--- config.mk ---
export PLATFORM = sky130hd
export DESIGN_NAME = cpu_mem_arbiter
export DESIGN_NICKNAME = d
export VERILOG_FILES = /design/src/rtl/cpu_mem_pkg.sv /design/src/rtl/arb_tag_pipe.sv /design/src/rtl/cpu_mem_arbiter.sv
export SDC_FILE = /design/constraint.sdc
export NUM_CORES = 1
export LEC_CHECK = 0
export ABC_AREA = 1
export CORE_MARGIN = 2
export CORE_UTILIZATION = 30
export DETAILED_ROUTE_END_ITERATION = 16
export PLACE_DENSITY = 0.77
export SLEW_MARGIN = 40
export SYNTH_ARGS = -nofsm -noshare
export SYNTH_HDL_FRONTEND = slang
export SYNTH_SLANG_ARGS = --single-unit
--- constraint.sdc ---
create_clock -name clk -period 1.95 [get_ports clk]
set_clock_uncertainty 0.05 [all_clocks]
set_input_delay 0.195 -clock clk [delete_from_list [all_inputs] [get_ports clk]]
set_output_delay 0.195 -clock clk [all_outputs]
set_load 0.01 [all_outputs]
--- src/rtl/cpu_mem_pkg.sv ---
// Shared types and constants for the CPU memory arbiter and its tag pipe.
// Latency: n/a (declarations only).
// Backpressure: n/a.
// Contents: default bus widths, read-owner encoding, and the in-flight read
// tag carried alongside each RAM access until its data returns.
package cpu_mem_pkg;

  localparam int DEF_ADDR_W = 32;
  localparam int DEF_DATA_W = 32;

  // Owner of an in-flight read: which port the returning word belongs to.
  localparam logic OWN_I = 1'b0;
  localparam logic OWN_D = 1'b1;

  // One pipe stage: a read is outstanding (vld), who issued it (own), and
  // whether a fetch flush has since cancelled it (kill).
  typedef struct packed {
    logic vld;
    logic own;
    logic kill;
  } tag_t;

  localparam int TAG_W = $bits(tag_t);

endpackage

--- src/rtl/arb_tag_pipe.sv ---
// Owner tag shift register that tracks reads in flight through the RAM.
// Latency: DEPTH cycles from load to output, one stage per cycle, no stalls.
// Backpressure: none; a new tag (possibly invalid) enters every cycle.
// Ports: clk/rst (async active-high); in_vld/in_own = tag entering stage 0;
// flush = kill every I-owned tag, including the one entering and the one
// leaving this cycle; out_vld/out_own = live (unkilled) tag at the last stage.
module arb_tag_pipe
  import cpu_mem_pkg::*;
#(
  parameter int DEPTH = 1
) (
  input  logic clk,
  input  logic rst,
  input  logic in_vld,
  input  logic in_own,
  input  logic flush,
  output logic out_vld,
  output logic out_own
);

  tag_t tag_q [DEPTH];
  tag_t tag_d [DEPTH];
  tag_t tail;

  always_comb begin
    tag_d[0].vld  = in_vld;
    tag_d[0].own  = in_own;
    tag_d[0].kill = flush && (in_own == OWN_I);
    for (int s = 1; s < DEPTH; s++) begin
      tag_d[s] = tag_q[s-1];
      if (flush && (tag_q[s-1].own == OWN_I)) begin
        tag_d[s].kill = 1'b1;
      end
    end
  end

  always_ff @(posedge clk or posedge rst) begin
    if (rst) begin
      for (int s = 0; s < DEPTH; s++) begin
        tag_q[s] <= '0;
      end
    end else begin
      for (int s = 0; s < DEPTH; s++) begin
        tag_q[s] <= tag_d[s];
      end
    end
  end

  // The tag leaving this cycle is still in flight, so a same-cycle flush
  // must cancel it too; its rvalid would otherwise appear after the flush.
  assign tail    = tag_q[DEPTH-1];
  assign out_vld = tail.vld && !tail.kill && !(flush && (tail.own == OWN_I));
  assign out_own = tail.own;

endmodule

--- src/rtl/cpu_mem_arbiter.sv ---
// Shares one single-port sync RAM between fetch (I) and load/store (D), D first.
// Latency: grant is combinational; read data rvalid arrives MEM_LAT+1 cycles after grant.
// Backpressure: a request waits (req held) until its grant; one access per cycle.
// Ports: clk, rst (async active-high); I port i_req/i_addr/i_flush -> i_gnt,
// i_rvalid, i_rdata; D port d_req/d_we/d_addr/d_wdata -> d_gnt, d_rvalid,
// d_rdata; RAM side mem_en/mem_we/mem_addr (word address)/mem_wdata, mem_rdata.
// Build option ARB_FETCH_GUARD_EN: after STARVE_LIMIT D grants with I waiting,
// I is granted once over D.
module cpu_mem_arbiter
  import cpu_mem_pkg::*;
#(
  parameter int ADDR_W       = DEF_ADDR_W,
  parameter int DATA_W       = DEF_DATA_W,
  parameter int MEM_LAT      = 1,
  parameter int STARVE_LIMIT = 4
) (
  input  logic              clk,
  input  logic              rst,
  input  logic              i_req,
  input  logic [ADDR_W-1:0] i_addr,
  input  logic              i_flush,
  output logic              i_gnt,
  output logic              i_rvalid,
  output logic [DATA_W-1:0] i_rdata,
  input  logic              d_req,
  input  logic              d_we,
  input  logic [ADDR_W-1:0] d_addr,
  input  logic [DATA_W-1:0] d_wdata,
  output logic              d_gnt,
  output logic              d_rvalid,
  output logic [DATA_W-1:0] d_rdata,
  output logic              mem_en,
  output logic              mem_we,
  output logic [ADDR_W-1:0] mem_addr,
  output logic [DATA_W-1:0] mem_wdata,
  input  logic [DATA_W-1:0] mem_rdata
);

  if ((MEM_LAT < 1) || (MEM_LAT > 3)) begin : g_bad_lat
    $error("cpu_mem_arbiter: MEM_LAT must be in 1..3");
  end
  if (STARVE_LIMIT < 1) begin : g_bad_limit
    $error("cpu_mem_arbiter: STARVE_LIMIT must be at least 1");
  end

  logic fetch_force;

`ifdef ARB_FETCH_GUARD_EN
  localparam int CNT_W = $clog2(STARVE_LIMIT + 1);
  logic [CNT_W-1:0] starve_q, starve_d;

  // Counts D grants that went past a waiting fetch; saturates at the limit.
  always_comb begin
    starve_d = starve_q;
    if (!i_req || i_gnt) begin
      starve_d = '0;
    end else if (d_gnt && (starve_q != CNT_W'(STARVE_LIMIT))) begin
      starve_d = starve_q + 1'b1;
    end
  end

  always_ff @(posedge clk or posedge rst) begin
    if (rst) starve_q <= '0;
    else     starve_q <= starve_d;
  end

  assign fetch_force = i_req && (starve_q == CNT_W'(STARVE_LIMIT));
`else
  assign fetch_force = 1'b0;
`endif

  // Grants are suppressed for the whole reset so the RAM sees no access.
  always_comb begin
    i_gnt = 1'b0;
    d_gnt = 1'b0;
    if (!rst) begin
      if (fetch_force)  i_gnt = 1'b1;
      else if (d_req)   d_gnt = 1'b1;
      else if (i_req)   i_gnt = 1'b1;
    end
  end

  assign mem_en = i_gnt | d_gnt;

  always_comb begin
    mem_we    = 1'b0;
    mem_addr  = '0;
    mem_wdata = '0;
    if (d_gnt) begin
      mem_we    = d_we;
      mem_addr  = d_addr >> 2;
      mem_wdata = d_wdata;
    end else if (i_gnt) begin
      mem_addr  = i_addr >> 2;
    end
  end

  logic rd_vld, rd_own;

  arb_tag_pipe #(.DEPTH(MEM_LAT)) u_tag_pipe (
    .clk     (clk),
    .rst     (rst),
    .in_vld  ((d_gnt && !d_we) || i_gnt),
    .in_own  (d_gnt ? OWN_D : OWN_I),
    .flush   (i_flush),
    .out_vld (rd_vld),
    .out_own (rd_own)
  );

  logic              i_rvalid_q, i_rvalid_d, d_rvalid_q, d_rvalid_d;
  logic [DATA_W-1:0] i_rdata_q, i_rdata_d, d_rdata_q, d_rdata_d;

  // The tag at the pipe tail lines up with mem_rdata; capture for its owner.
  always_comb begin
    i_rvalid_d = 1'b0;
    d_rvalid_d = 1'b0;
    i_rdata_d  = i_rdata_q;
    d_rdata_d  = d_rdata_q;
    if (rd_vld) begin
      if (rd_own == OWN_I) begin
        i_rvalid_d = 1'b1;
        i_rdata_d  = mem_rdata;
      end else begin
        d_rvalid_d = 1'b1;
        d_rdata_d  = mem_rdata;
      end
    end
  end

  always_ff @(posedge clk or posedge rst) begin
    if (rst) begin
      i_rvalid_q <= 1'b0;
      d_rvalid_q <= 1'b0;
      i_rdata_q  <= '0;
      d_rdata_q  <= '0;
    end else begin
      i_rvalid_q <= i_rvalid_d;
      d_rvalid_q <= d_rvalid_d;
      i_rdata_q  <= i_rdata_d;
      d_rdata_q  <= d_rdata_d;
    end
  end

  assign i_rvalid = i_rvalid_q;
  assign d_rvalid = d_rvalid_q;
  assign i_rdata  = i_rdata_q;
  assign d_rdata  = d_rdata_q;

endmodule

Word level (Yosys, flattened, before mapping)
Index checks and enable logic that the tools add are counted.
Operators by class
  multiplexer cells: 14
  reduce and logical (&&, ||, !) cells: 11
  bitwise gates (word level): 3
Operators by type and width (number)
  30-bit 2-to-1 mux: 2
  32-bit 2-to-1 mux: 1
  1-bit 2-to-1 mux: 11
  1-bit logical AND: 5
  2-bit AND reduction: 2
  1-bit zero test: 3
  1-bit NOT: 2
  1-bit logical OR: 1
  1-bit OR: 1
Storage, ports and cells
  output and inout bits: 134
  input bits: 134
  logic and storage cells: 35
  register bits: 69

Longest topological paths before layout
  depth in word-level cells: 5
  gate-level depth with buffers: 6
  depth with buffers taken out: 5

Hierarchy
From an unflattened synthesis, not the netlist that was laid out.
Unflattened totals
  cell total of the unflattened synthesis: 438
  area, all modules: 3394.5 µm²
By module, submodules not included
  cpu_mem_arbiter: times used 1, area each 3293.2 µm², sequential area each 1651.6 µm², cells each 428
  arb_tag_pipe: times used 1, area each 101.3 µm², sequential area each 75.1 µm², cells each 10

Worst setup path after synthesis
OpenSTA, ideal clock, no wires.
  kind: in2out
  from: input port rst
  to: output port mem_addr[20]
  data required time: 1.705 ns
  path buffers: 1
  stages on the path: 6
  arrival time: 1.771 ns
  slack: -0.066 ns
  cell sequence: inv_2 -> nand2_1 -> nor2_2 -> buf_2 -> nand2_1 -> nand2_1
Between the ends
  longest elaborated chain between the ends: 3
  elaborated cells on any way between the ends: 4
  those cells by class: mux: 4
Ends and longest elaborated chain
  start, declared: line cpu_mem_arbiter.sv:18  | input logic rst,
  1-bit 2-to-1 mux: line cpu_mem_arbiter.sv:76  | if (!rst) begin
  net i_gnt: line cpu_mem_arbiter.sv:22  | output logic i_gnt,
  30-bit 2-to-1 mux: line cpu_mem_arbiter.sv:93  | end else if (i_gnt) begin
  30-bit 2-to-1 mux: line cpu_mem_arbiter.sv:89  | if (d_gnt) begin
  end, declared: line cpu_mem_arbiter.sv:34  | output logic [ADDR_W-1:0] mem_addr,
The timed path passes the listed nets, and every way through them passes these cells.

Worst setup path in the final report
  from: input port rst
  to: output port mem_wdata[7]
Between the ends
  longest elaborated chain between the ends: 2
Ends and longest elaborated chain
  1-bit 2-to-1 mux: line cpu_mem_arbiter.sv:76
  32-bit 2-to-1 mux: line cpu_mem_arbiter.sv:89
  end, declared: line cpu_mem_arbiter.sv:35  | output logic [DATA_W-1:0] mem_wdata,
No other way between the ends.

==> run_results.csv <==
group,metric,value,unit
hold_path,hold_path.class,"in2reg",
pwr,p_int,0.003705,W
status,status,"completed",
pwr,total_power,0.005272,W
global_route,first_global_vias,3967,
pwr,combPwrFrac,35.4,%
cts,cts_setup_buffers,0,
synthesis,yosys-top-cells-count,"nand2_1 (221), dfrtp_1 (69), nand3_1 (64), inv_1 (37), nor2_1 (34)",
timing,grt_setup_unrepaired,"no",
floorplan,die_h,110.5,um
synthesis,avgSynthCellArea,7.298,sq um
floorplan,dieArea,0.01220,sq mm
route,vias_per_cell,4.572,
placed_design,place_congestion,0.8462,
placed_design,portBuffers,261,
synthesis,synth_top_area_share,50.77,%
timing,fin_hold_ws,0.1420,ns
worst_setup_path,cp-start-kind,"input pin",
timing,slew-limit-headroom,54.14,%
pwr,seqPwrFrac,37.8,%
route,routed_wl,12.90,mm
route,drt_iter0_drc,272,
route,num_vias,3964,
synthesis,synth.most_common_cell,"nand2_1",
timing,finalSetupTns,0,ns
timing,setup_viol,0,
synthesis,ys_top_cells_by_area,"dfrtp_1 (51%), nand2_1 (24%), nand3_1 (9.4%), inv_1 (4.1%), nor2_1 (3.8%)",
cells_and_area,final_nets,857,
global_route,grt.total_usage,20.60,%
pwr,pwr-share-clk,26.9,%
timing,hold_viol_final,0,
worst_setup_path,end_kind,"output port",
synthesis,synth_seq_cells,69,
synthesis,synthCells,466,
cts,cts_resized,31,
pwr,vdd_drop_max,0.0006002,V
route,drtAntennaViolNets,0,
floorplan,pin_count,268,
synthesis,synthesis.area,0.003401,sq mm
global_route,globalRouteOverflowTotal,0,
cts,cts_buffers,9,
synthesis,ys_async_sr_fraction,100.0,%
global_route,grt_max_degree,40,
synthesis,yosys_warnings,0,
pwr,p_leak,3.702,nW
route,drc,0,
placed_design,dp_hpwl,10.08,mm
pwr,p_sw,0.001568,W
synthesis,synth_flop_cell,"dfrtp_1",
cells_and_area,diodes,0,
cts,worstSkewPairLatency,0.32,ns
cts,clockBufferDepth,2,
timing,fin_crit_sh,96.06,%
worst_setup_path,path_max_fanout,34,
timing,slew_viol_final,0,
floorplan,coreArea,0.01094,sq mm
route,drt_first_pass_iters,5,
floorplan,die-width,110.5,um
cells_and_area,drive_gt1_share,5.365,%
cts,h-tree-depth,3,
synthesis,synth_seq_area_share,50.77,%
cts,clkTransAtPathRegs,0.06,ns
cells_and_area,syn_to_final_growth,90.18,%
floorplan,start_util,31.10,%
cts,hold_buffers,0,
pwr,p_per_area,815.2,mW/mm^2
run,cap_violations,0,
worst_setup_path,path_class,"in2out",
cts,cts_tree,"built",
cts,cts_root_buffer,"clkbuf_16",
timing,timing.fmax,533.9,MHz
global_route,antenna_found_initial,0,
cts,clock-sinks,69,
cells_and_area,final_core_util,59.14,%
floorplan,row_count,38,
pwr,swShare,29.73,%
synthesis,synth_area_leader_cell,"dfrtp_1",
timing,worst_pin_slew,0.6854,ns
worst_setup_path,cp.required,1.70,ns
synthesis,ys_types,14,
timing,fin_crit,1.873,ns
synthesis,synth_enable_flop_cells,0,
route,wl_per_cell,14.87,um
worst_setup_path,critPathArrivalTime,1.63,ns
global_route,grt_pass1_wl,20.27,mm
## state kept, by name, summed over array words and instances (netlist names)
name and flops:
d_rdata 32, i_rvalid 1, u_tag_pipe.out_own 1, d_rvalid 1
u_tag_pipe.tag_q 2, i_rdata 32
## path summary, 6_finish.rpt
check / startpoint / end / slack, ns / cells past startpoint
setup / recovery: rst / mem_wdata[7] / 0.08 / 6
hold / removal: d_req / u_tag_pipe.tag_q[2]$_DFF_PP0_ / 0.14 / 2
setup reg to reg: u_tag_pipe.tag_q[0]$_DFF_PP0_ / d_rdata[18]$_DFFE_PP0P_ / 0.51 / 4
hold reg to reg: d_rdata[6]$_DFFE_PP0P_ / d_rdata[6]$_DFFE_PP0P_ / 0.42 / 2
max in group asynchronous: rst / i_rdata[3]$_DFFE_PP0P_ / 0.99 / 4
min in group asynchronous: rst / u_tag_pipe.tag_q[2]$_DFF_PP0_ / 0.32 / 3
## through the flow
stage	area (sq um)	std cells	worst slack [ns]
final	6467	867	0.07685
after global routing	6467	867	0.005927
after detailed placement	6185	852	-0.2380
after CTS	6404	867	0.0004546
after global placement	6165	851	-0.2109
after floorplan	3407	467	0.3018
## critical path: stages
cell and delay, ns:
clkdlybuf4s50_1 0.46, inv_4 0.09, nand2_2 0.07, buf_12 0.17
nor2_1 0.10, clkdlybuf4s50_1 0.54
## power groups by stage
stage / Sequential [W] / Combinational, W / Clock (W)
floorplan: 0.00216 / 0.000471 / 0
global placement: 0.00199 / 0.00188 / 0
detailed placement: 0.00201 / 0.00191 / 0
CTS: 0.00199 / 0.00190 / 0.00144
global route: 0.00203 / 0.00202 / 0.00152
finish: 0.00199 / 0.00187 / 0.00142
## routing by layer
metal  up-vias  routed length (um)  track usage (%)
met5         -                   0                0
met4         0                 348            7.583
met3        20                1094            6.861
met2       185                6644            35.95
met1      1835                4808            23.39
li1       1924                   -                -
## cell type report
type                       count  area [sq um]
inverter                      39         148.9
fill                         998          4468
timing repair buffer         276          2813
clock inverter                 5         28.78
multi-input combinational    328          1346
tap                          140         175.2
clock buffer                  10         229.0
sequential                    69          1727
## cells in the final DEF, fill, tap and decap left out
master / n
clkdlybuf4s50_1: 203
buf_12: 5
nor2_4: 1
dlygate4sd2_1: 26
nor2_1: 34
dlymetal6s2s_1: 27
inv_4: 1
clkbuf_2: 2
nand3_1: 64
clkdlybuf4s15_1: 3
clkinv_2: 4
nand2_1: 221
dfrtp_1: 69
nor2_2: 1
o21ai_0: 1
buf_4: 10
nand2_2: 3
conb_1: 2
inv_1: 37
clkbuf_1: 1
clkbuf_16: 9
inv_2: 1
nor2_8: 1
clkinv_4: 1
## logic make-up after synthesis
family | Yosys count | synth area share [%]
AOI/OAI and AO/OA | 1 | 0.1470
and+or+nand+nor | 325 | 39.22
buffers and inverters | 70 | 9.750
DFF | 69 | 50.77
other | 1 | 0.1103
(Power assumes the default switching activity.)
